<file path="config.mk">
export PLATFORM = sky130hd
export DESIGN_NAME = piso_stream_tx
export DESIGN_NICKNAME = d
export VERILOG_FILES = /design/src/rtl/piso_pkg.sv /design/src/rtl/piso_bit_cnt.sv /design/src/rtl/piso_stream_tx.sv
export SDC_FILE = /design/constraint.sdc
export NUM_CORES = 1
export LEC_CHECK = 0
export BUFFER_PORTS_ARGS = -buffer_cell sky130_fd_sc_hd__buf_2
export CAP_MARGIN = 20
export CORE_MARGIN = 2
export CORE_UTILIZATION = 54
export CTS_CLUSTER_DIAMETER = 50
export DETAILED_ROUTE_END_ITERATION = 8
export PLACE_DENSITY = 0.8
export SKIP_CTS_REPAIR_TIMING = 1
export SYNTH_ARGS = -nofsm -noshare
export SYNTH_HDL_FRONTEND = slang
export SYNTH_SLANG_ARGS = --single-unit
</file>
<file path="constraint.sdc">
create_clock -name clk -period 4.3 [get_ports clk]
set_clock_uncertainty 0.05 [all_clocks]
set_input_delay 0.215 -clock clk [delete_from_list [all_inputs] [get_ports clk]]
set_output_delay 0.215 -clock clk [all_outputs]
set_load 0.05 [all_outputs]
</file>
<file path="src/rtl/piso_pkg.sv">
// piso_pkg
// Shared definitions for the piso_stream_tx transmitter:
//   state_e   - FSM state encoding (ST_IDLE / ST_SHIFT)
//   LSB_FIRST - bit-order selector value: least-significant bit leaves first
//   MSB_FIRST - bit-order selector value: most-significant bit leaves first
package piso_pkg;

  typedef enum logic {
    ST_IDLE  = 1'b0,
    ST_SHIFT = 1'b1
  } state_e;

  localparam int unsigned LSB_FIRST = 32'd0;
  localparam int unsigned MSB_FIRST = 32'd1;

endpackage

</file>
<file path="src/rtl/piso_bit_cnt.sv">
// piso_bit_cnt
// Loadable down-counter that tracks how many bits of the current word are
// still waiting to be shifted out.
// Ports:
//   clk      - rising-edge clock
//   reset    - synchronous, active-high reset (count -> 0)
//   load     - load count with load_val
//   load_val - value loaded when load is high
//   dec      - decrement by one (saturates at zero)
//   clr      - force count to zero
//   count    - current count (registered)
//   one_left - count == 1, i.e. the next decrement consumes the final bit
// Priority: reset > clr > load > dec.
module piso_bit_cnt
  import piso_pkg::*;
#(
  parameter int unsigned CNT_W = 32'd4
) (
  input  logic             clk,
  input  logic             reset,
  input  logic             load,
  input  logic [CNT_W-1:0] load_val,
  input  logic             dec,
  input  logic             clr,
  output logic [CNT_W-1:0] count,
  output logic             one_left
);

  logic [CNT_W-1:0] count_r;

  // Count register: clear/load/decrement, never wrapping below zero.
  always_ff @(posedge clk) begin
    if (reset) begin
      count_r <= '0;
    end else if (clr) begin
      count_r <= '0;
    end else if (load) begin
      count_r <= load_val;
    end else if (dec && (count_r != '0)) begin
      count_r <= count_r - CNT_W'(1);
    end else begin
      count_r <= count_r;
    end
  end

  assign count    = count_r;
  assign one_left = (count_r == CNT_W'(1));

endmodule

</file>
<file path="src/rtl/piso_stream_tx.sv">
// piso_stream_tx
// Parallel-in/serial-out transmitter. A word is captured through a
// valid/ready load handshake and then shifted out one bit per shift_en
// request, LSB or MSB first. A one-cycle done pulse marks the final bit;
// abort drops the word in progress without a done.
// Ports:
//   clk        - rising-edge clock
//   reset      - synchronous, active-high reset
//   load_valid - source offers a word on ip
//   load_ready - block accepts a word (high only in IDLE)
//   ip         - parallel word, captured on load_valid & load_ready
//   shift_en   - consumer requests one bit this cycle
//   abort      - cancel the word in progress
//   s_out      - serial data bit (registered)
//   s_valid    - s_out carries a new bit this cycle
//   done       - pulse with the final bit's s_valid
//   busy       - a word is being shifted
//   bits_left  - bits not yet shifted out
// Edge priority: reset > abort > load > shift.
module piso_stream_tx
  import piso_pkg::state_e, piso_pkg::ST_IDLE, piso_pkg::ST_SHIFT, piso_pkg::LSB_FIRST;
#(
  parameter  int unsigned WIDTH     = 32'd8,
  parameter  int unsigned MSB_FIRST = 32'd0,
  localparam int unsigned CNT_W     = $clog2(WIDTH + 1)
) (
  input  logic             clk,
  input  logic             reset,
  input  logic             load_valid,
  output logic             load_ready,
  input  logic [WIDTH-1:0] ip,
  input  logic             shift_en,
  input  logic             abort,
  output logic             s_out,
  output logic             s_valid,
  output logic             done,
  output logic             busy,
  output logic [CNT_W-1:0] bits_left
);

  localparam logic [CNT_W-1:0] WIDTH_CNT = CNT_W'(WIDTH);
  localparam bit               MSB_ORDER = (MSB_FIRST != LSB_FIRST);

  state_e           state_r;
  state_e           next_state_s;
  logic [WIDTH-1:0] sr_r;
  logic [WIDTH-1:0] sr_next_s;
  logic [WIDTH-1:0] sr_shift_s;
  logic             out_bit_s;
  logic             s_out_r;
  logic             s_out_next_s;
  logic             s_valid_r;
  logic             s_valid_next_s;
  logic             done_r;
  logic             done_next_s;
  logic             cnt_load_s;
  logic             cnt_dec_s;
  logic             cnt_clr_s;
  logic             one_left_s;
  logic [CNT_W-1:0] cnt_s;

  piso_bit_cnt #(
    .CNT_W (CNT_W)
  ) u_bit_cnt (
    .clk      (clk),
    .reset    (reset),
    .load     (cnt_load_s),
    .load_val (WIDTH_CNT),
    .dec      (cnt_dec_s),
    .clr      (cnt_clr_s),
    .count    (cnt_s),
    .one_left (one_left_s)
  );

  // Output-end bit and zero-filled shift toward the output end.
  always_comb begin
    out_bit_s  = 1'b0;
    sr_shift_s = '0;
    if (MSB_ORDER) begin
      out_bit_s  = sr_r[WIDTH-1];
      sr_shift_s = {sr_r[WIDTH-2:0], 1'b0};
    end else begin
      out_bit_s  = sr_r[0];
      sr_shift_s = {1'b0, sr_r[WIDTH-1:1]};
    end
  end

  // Next-state and datapath control; strobes default low every cycle.
  always_comb begin
    next_state_s   = state_r;
    sr_next_s      = sr_r;
    s_out_next_s   = s_out_r;
    s_valid_next_s = 1'b0;
    done_next_s    = 1'b0;
    cnt_load_s     = 1'b0;
    cnt_dec_s      = 1'b0;
    cnt_clr_s      = 1'b0;
    case (state_r)
      ST_IDLE: begin
        // abort in IDLE does nothing except block a same-cycle load.
        if (load_valid && !abort) begin
          next_state_s = ST_SHIFT;
          sr_next_s    = ip;
          s_out_next_s = 1'b0;
          cnt_load_s   = 1'b1;
        end else begin
          next_state_s = ST_IDLE;
        end
      end
      ST_SHIFT: begin
        if (abort) begin
          next_state_s = ST_IDLE;
          sr_next_s    = '0;
          s_out_next_s = 1'b0;
          cnt_clr_s    = 1'b1;
        end else if (shift_en) begin
          s_out_next_s   = out_bit_s;
          sr_next_s      = sr_shift_s;
          s_valid_next_s = 1'b1;
          cnt_dec_s      = 1'b1;
          // Final bit: return to IDLE so load_ready is up alongside done.
          if (one_left_s) begin
            done_next_s  = 1'b1;
            next_state_s = ST_IDLE;
          end else begin
            next_state_s = ST_SHIFT;
          end
        end else begin
          next_state_s = ST_SHIFT;
        end
      end
      default: begin
        next_state_s = ST_IDLE;
        sr_next_s    = '0;
        s_out_next_s = 1'b0;
        cnt_clr_s    = 1'b1;
      end
    endcase
  end

  // FSM state register.
  always_ff @(posedge clk) begin
    if (reset) begin
      state_r <= ST_IDLE;
    end else begin
      state_r <= next_state_s;
    end
  end

  // Shift register and registered serial outputs.
  always_ff @(posedge clk) begin
    if (reset) begin
      sr_r      <= '0;
      s_out_r   <= 1'b0;
      s_valid_r <= 1'b0;
      done_r    <= 1'b0;
    end else begin
      sr_r      <= sr_next_s;
      s_out_r   <= s_out_next_s;
      s_valid_r <= s_valid_next_s;
      done_r    <= done_next_s;
    end
  end

  assign load_ready = (state_r == ST_IDLE);
  assign busy       = (state_r == ST_SHIFT);
  assign s_out      = s_out_r;
  assign s_valid    = s_valid_r;
  assign done       = done_r;
  assign bits_left  = cnt_s;

endmodule

</file>
# After elaboration in Yosys (flattened, before gate mapping)
# Cells that the tools add are included.
# Widths: inputs -> output; s select.
# classes
div	0
magnitude_cmp	0
multipliers	0
muxes	22
n_bitwise	2
n_eq_ne	3
n_shift	0
n_addsub	1
n_reduce_logical	9
# op_table
cell	n
$mux 8	3
$pmux 8 s2	1
$mux 1	14
$mux 4	2
$eq 4x1->1 const B	1
$pmux 1 s2	2
$reduce_bool 4->1	1
$reduce_or 4->1	1
$sub 4x1->4 const B	1
$ne 3x3->1 const B	1
$reduce_or 3->1	1
$logic_and 1x1->1	2
$ne 2x1->1 const B	1
$not 1->1	2
$reduce_and 2->1	1
$reduce_bool 2->1	1
$reduce_or 2->1	1
$logic_not 1->1	1
# totals
romBits	0
n_memories	0
ramBits	0
out_inout_bits	9
regBits	16
latchBits	0

# Logic depth before layout (Yosys ltp)
# logic_depth
ltp_word	6
ltp_mapped	5
mapped_depth_nobuf	5

# By module
# From an unflattened synthesis, not the netlist that was laid out.
# hier_totals
hier_cells	100
area_unflattened_um2	859.6
# by_module_without_submodules
module	cells_each	area_per_inst_um2	instances
piso_stream_tx	68	586.8	1
piso_bit_cnt	32	272.8	1

# Worst setup path after synthesis
# OpenSTA, ideal clock, no wires.
# synth_path
path_kind	register -> register
startpoint	register state_r, in the netlist busy
endpoint	register state_r, in the netlist busy
setup_time_ns	0.074
arrival_time_ns	1.580
period_less_slack_ns	1.704
path_stages_with_launch	4
setup_slack_ns	2.596
cell_sequence	dfxtp_1 -> inv_1 -> a311o_1 -> a21oi_1
# synth_between
elab_chain_len	2
# synth_lines
item	line_no	source
start: declaration	piso_stream_tx.sv:44	state_e state_r;
start signal: assignment	piso_stream_tx.sv:146	state_r <= next_state_s;
$not 1->1 (no line)	-	
via load_ready	piso_stream_tx.sv:30	output logic load_ready,
$pmux 1 s2	piso_stream_tx.sv:98	case (state_r)
# The timed path passes the listed nets, and every way through them passes these cells.
# A chain may end at the register's enable or synchronous reset.

# Worst setup path in the final report
# layout_path
startpoint	register state_r, in the netlist busy
endpoint	register sr_r[2]
# layout_between
elab_chain_len	3
word_cells_on_any_way	5
# layout_lines
item	line_no	source
$not 1->1 (no line)	-	
$ne 2x1->1 (no line)	-	
$reduce_and 2->1 (no line)	-	
end signal: assignment	piso_stream_tx.sv:158	sr_r <= sr_next_s;
end: declaration	piso_stream_tx.sv:46	logic [WIDTH-1:0] sr_r;
# Several ways; a longest one is shown, not always the timed one.

==> run summary <==
outcome: completed
DIE AREA: 1881 sq um
vias per cell: 5.885
Final Hold Viols: 0
Tmin final: 1840 ps
Critical Path AT: 1970 ps
diodes inserted: 0
slew margin rel.: 52.26%
Crit path largest cell delay: 790 ps
share of layout cells above drive strength 1: 29.82%
Max Cap Viol: 0
via count: 765
post-detailed-route wirelength per cell: 13.40 um
Syn Area/Cell: 8.905 sq um
Fin Setup TNS: 0 ps
simple-gate area share of the yosys netlist: 20.63%
final period utilization: 42.79%
Critical Path Source Type: flip-flop
clk sinks: 16
Die Ht: 43.37 um
Worst path depth: 3
worst-path cell chain: or3b_1, nor2_1, a2111oi_2
number of global-route vias before repair: 705
wl on met1: 817 um
Port-buffer cells: 21
Ports: 22
post-synthesis cell count: 94
Fillers: 138
Seq cells post-synth: 16
fraction of synthesized area in multiplexers: 0%
Final nets: 130
post-synthesis xor/xnor area fraction: 0%
CP Class: reg -> reg
CP Capture Type: flip-flop
CTS max path bufs: 2
First DRT Iteration DRCs: 28
Fmax: 543.5 MHz
Reg-to-Reg Start: busy$_SDFF_PP0_
Area Overhead vs Synth: 16.74%
Post-Syn Area: 837.1 sq um
Tot GR Track Use: 21.13%
most common cell after layout, fill and taps aside: buf_2
Max Used Layer: met4
Worst Hold Path Cells: 3
Final Max Slew Viols: 0
placer congestion estimate: 0.8012
met3 wire len: 96 um
TritonRoute pass-1 iters: 4
crit path from: busy$_SDFF_PP0_
Root Driver: clkbuf_4
syn nets: 109
RSZ-0062 raised after global routing: false
Critical Path Fanout Max: 17
synth unique cells: 28
hpwl dp: 1.217 mm
final core utilization: 66.41%
initial antenna violation count: 0
CTS tree: yes
H-tree depth: 1
Initial Util: 56.89%
Die Wd: 43.37 um
Buf+Inv Stages, Crit Path: 0
largest net degree at the start of global routing: 18
Final setup violation count: 0
row cnt: 14
Adder-Cell Fraction of Synth Area: 2.990%
Power Density: 325.8 nW/um^2
DRT Wirelength: 1.742 mm
worst hold start: ip[7]
total gr overflow: 0
Compound-Gate Fraction of Synth Area: 30.64%
worst r2r path cells: 3
most frequent cells in the layout: buf_2, dfxtp_1, inv_1, nor2_1, a21o_1
worst path required time: 4430 ps
peak supply drop: 0.1992 mV
Worst-path clk slew: 100 ps
largest family of logic cells by synthesized area: compound AO/OA/AOI/OAI gates
yosys warns: 0
post-route DRC violation count: 0
first-pass GRT wire length: 2.987 mm
Core ar.: 1471 sq um
CP top delay family: flip-flops
HP Class: in -> reg
actual slew at the worst max-slew pin: 715.1 ps
Num CTS Buffers: 3
DR WL met2: 794 um
antenna-violating nets left: 0
Pleak: 0.4131 nW
worst skew pair latency: 280 ps
post-synthesis sequential area ratio: 38.27%
Worst path slowest cell: dfxtp_1
## Yosys cell counts
cell	instances	share of area, %
o21a_1	1	0.90
or3b_2	1	1.0
a21oi_1	7	4.2
a311oi_1	1	1.0
nor2_1	10	4.5
inv_1	11	4.9
nand3b_1	1	0.90
o41a_1	1	1.3
nand2_1	2	0.90
nand3_1	3	1.8
nand4b_1	1	1.0
buf_1	1	0.45
o21ai_0	2	1.2
a2111oi_2	7	13
or4_1	1	0.90
ha_1	2	3.0
nor3b_2	1	1.5
dfxtp_1	16	38
buf_2	2	1.2
a21o_1	8	7.2
clkbuf_1	2	0.90
a311o_1	1	1.2
and4_1	1	1.0
and3b_1	1	1.0
o31a_1	1	1.0
and3_1	1	0.75
or3b_1	1	1.0
nor3_1	7	4.2
## path summary, 6_finish.rpt
path	to	slack [ps]
worst max register to register	sr_r[2]$_SDFFE_PP0P_	2460
worst min-delay path	sr_r[7]$_SDFFE_PP0P_	120
worst min register to register	s_out$_SDFFE_PP0P_	420
worst max-delay path	sr_r[2]$_SDFFE_PP0P_	2460
## metrics by stage
| stage | hold slack (ps) | cells | setup slack [ps] | power, mW | instance area (sq um) |
|---|---|---|---|---|---|
| 2_1_floorplan | 245.2 | 94 | 2596 | 0.2080 | 837.1 |
| 5_1_grt | 141.8 | 130 | 2320 | 0.3353 | 977.2 |
| 4_1_cts | 117.3 | 130 | 2464 | 0.3206 | 977.2 |
| 6_report | 118.8 | 130 | 2460 | 0.3184 | 977.2 |
| 3_3_place_gp | 407.6 | 126 | 2540 | 0.2213 | 940.9 |
| 3_5_place_dp | 415.3 | 126 | 2489 | 0.2225 | 940.9 |
## power by group
part	switching, mW	internal, mW
clock	0.0475	0.0515
sequential	0.00715	0.156
combinational	0.0339	0.0221
## worst min-delay path: stages
cell,delay (ps)
buf_2,100
nand2_1,40
a21oi_1,50
## cell type report
cell class | count | area, sq um | area share (%)
multi-input cells | 62 | 454.2 | 46.48
flip-flops and latches | 16 | 320.3 | 32.78
clock buffers | 4 | 36.28 | 3.713
repair buffers | 21 | 105.1 | 10.76
well taps | 16 | 20.02 | 2.049
inverters | 11 | 41.29 | 4.225
## kinds of logic after synthesis
kind of cell,after synthesis
buf+inv,16
compound gates,29
flops,16
fa+ha+maj,2
simple gates,31
## state kept, by name, indices dropped and copies added, names as in the netlist
register / cells
sr_r: 8
u_bit_cnt.count: 4
busy: 1
done: 1
s_out: 1
s_valid: 1
## routing by layer
| metal | track usage (%) | vias up |
|---|---|---|
| met2 | 32.84 | 26 |
| li1 | - | 385 |
| met4 | 10.91 | 0 |
| met3 | 2.500 | 4 |
| met5 | 0 | - |
| met1 | 28.95 | 350 |
Note: power is estimated with default switching activity, not from simulation.
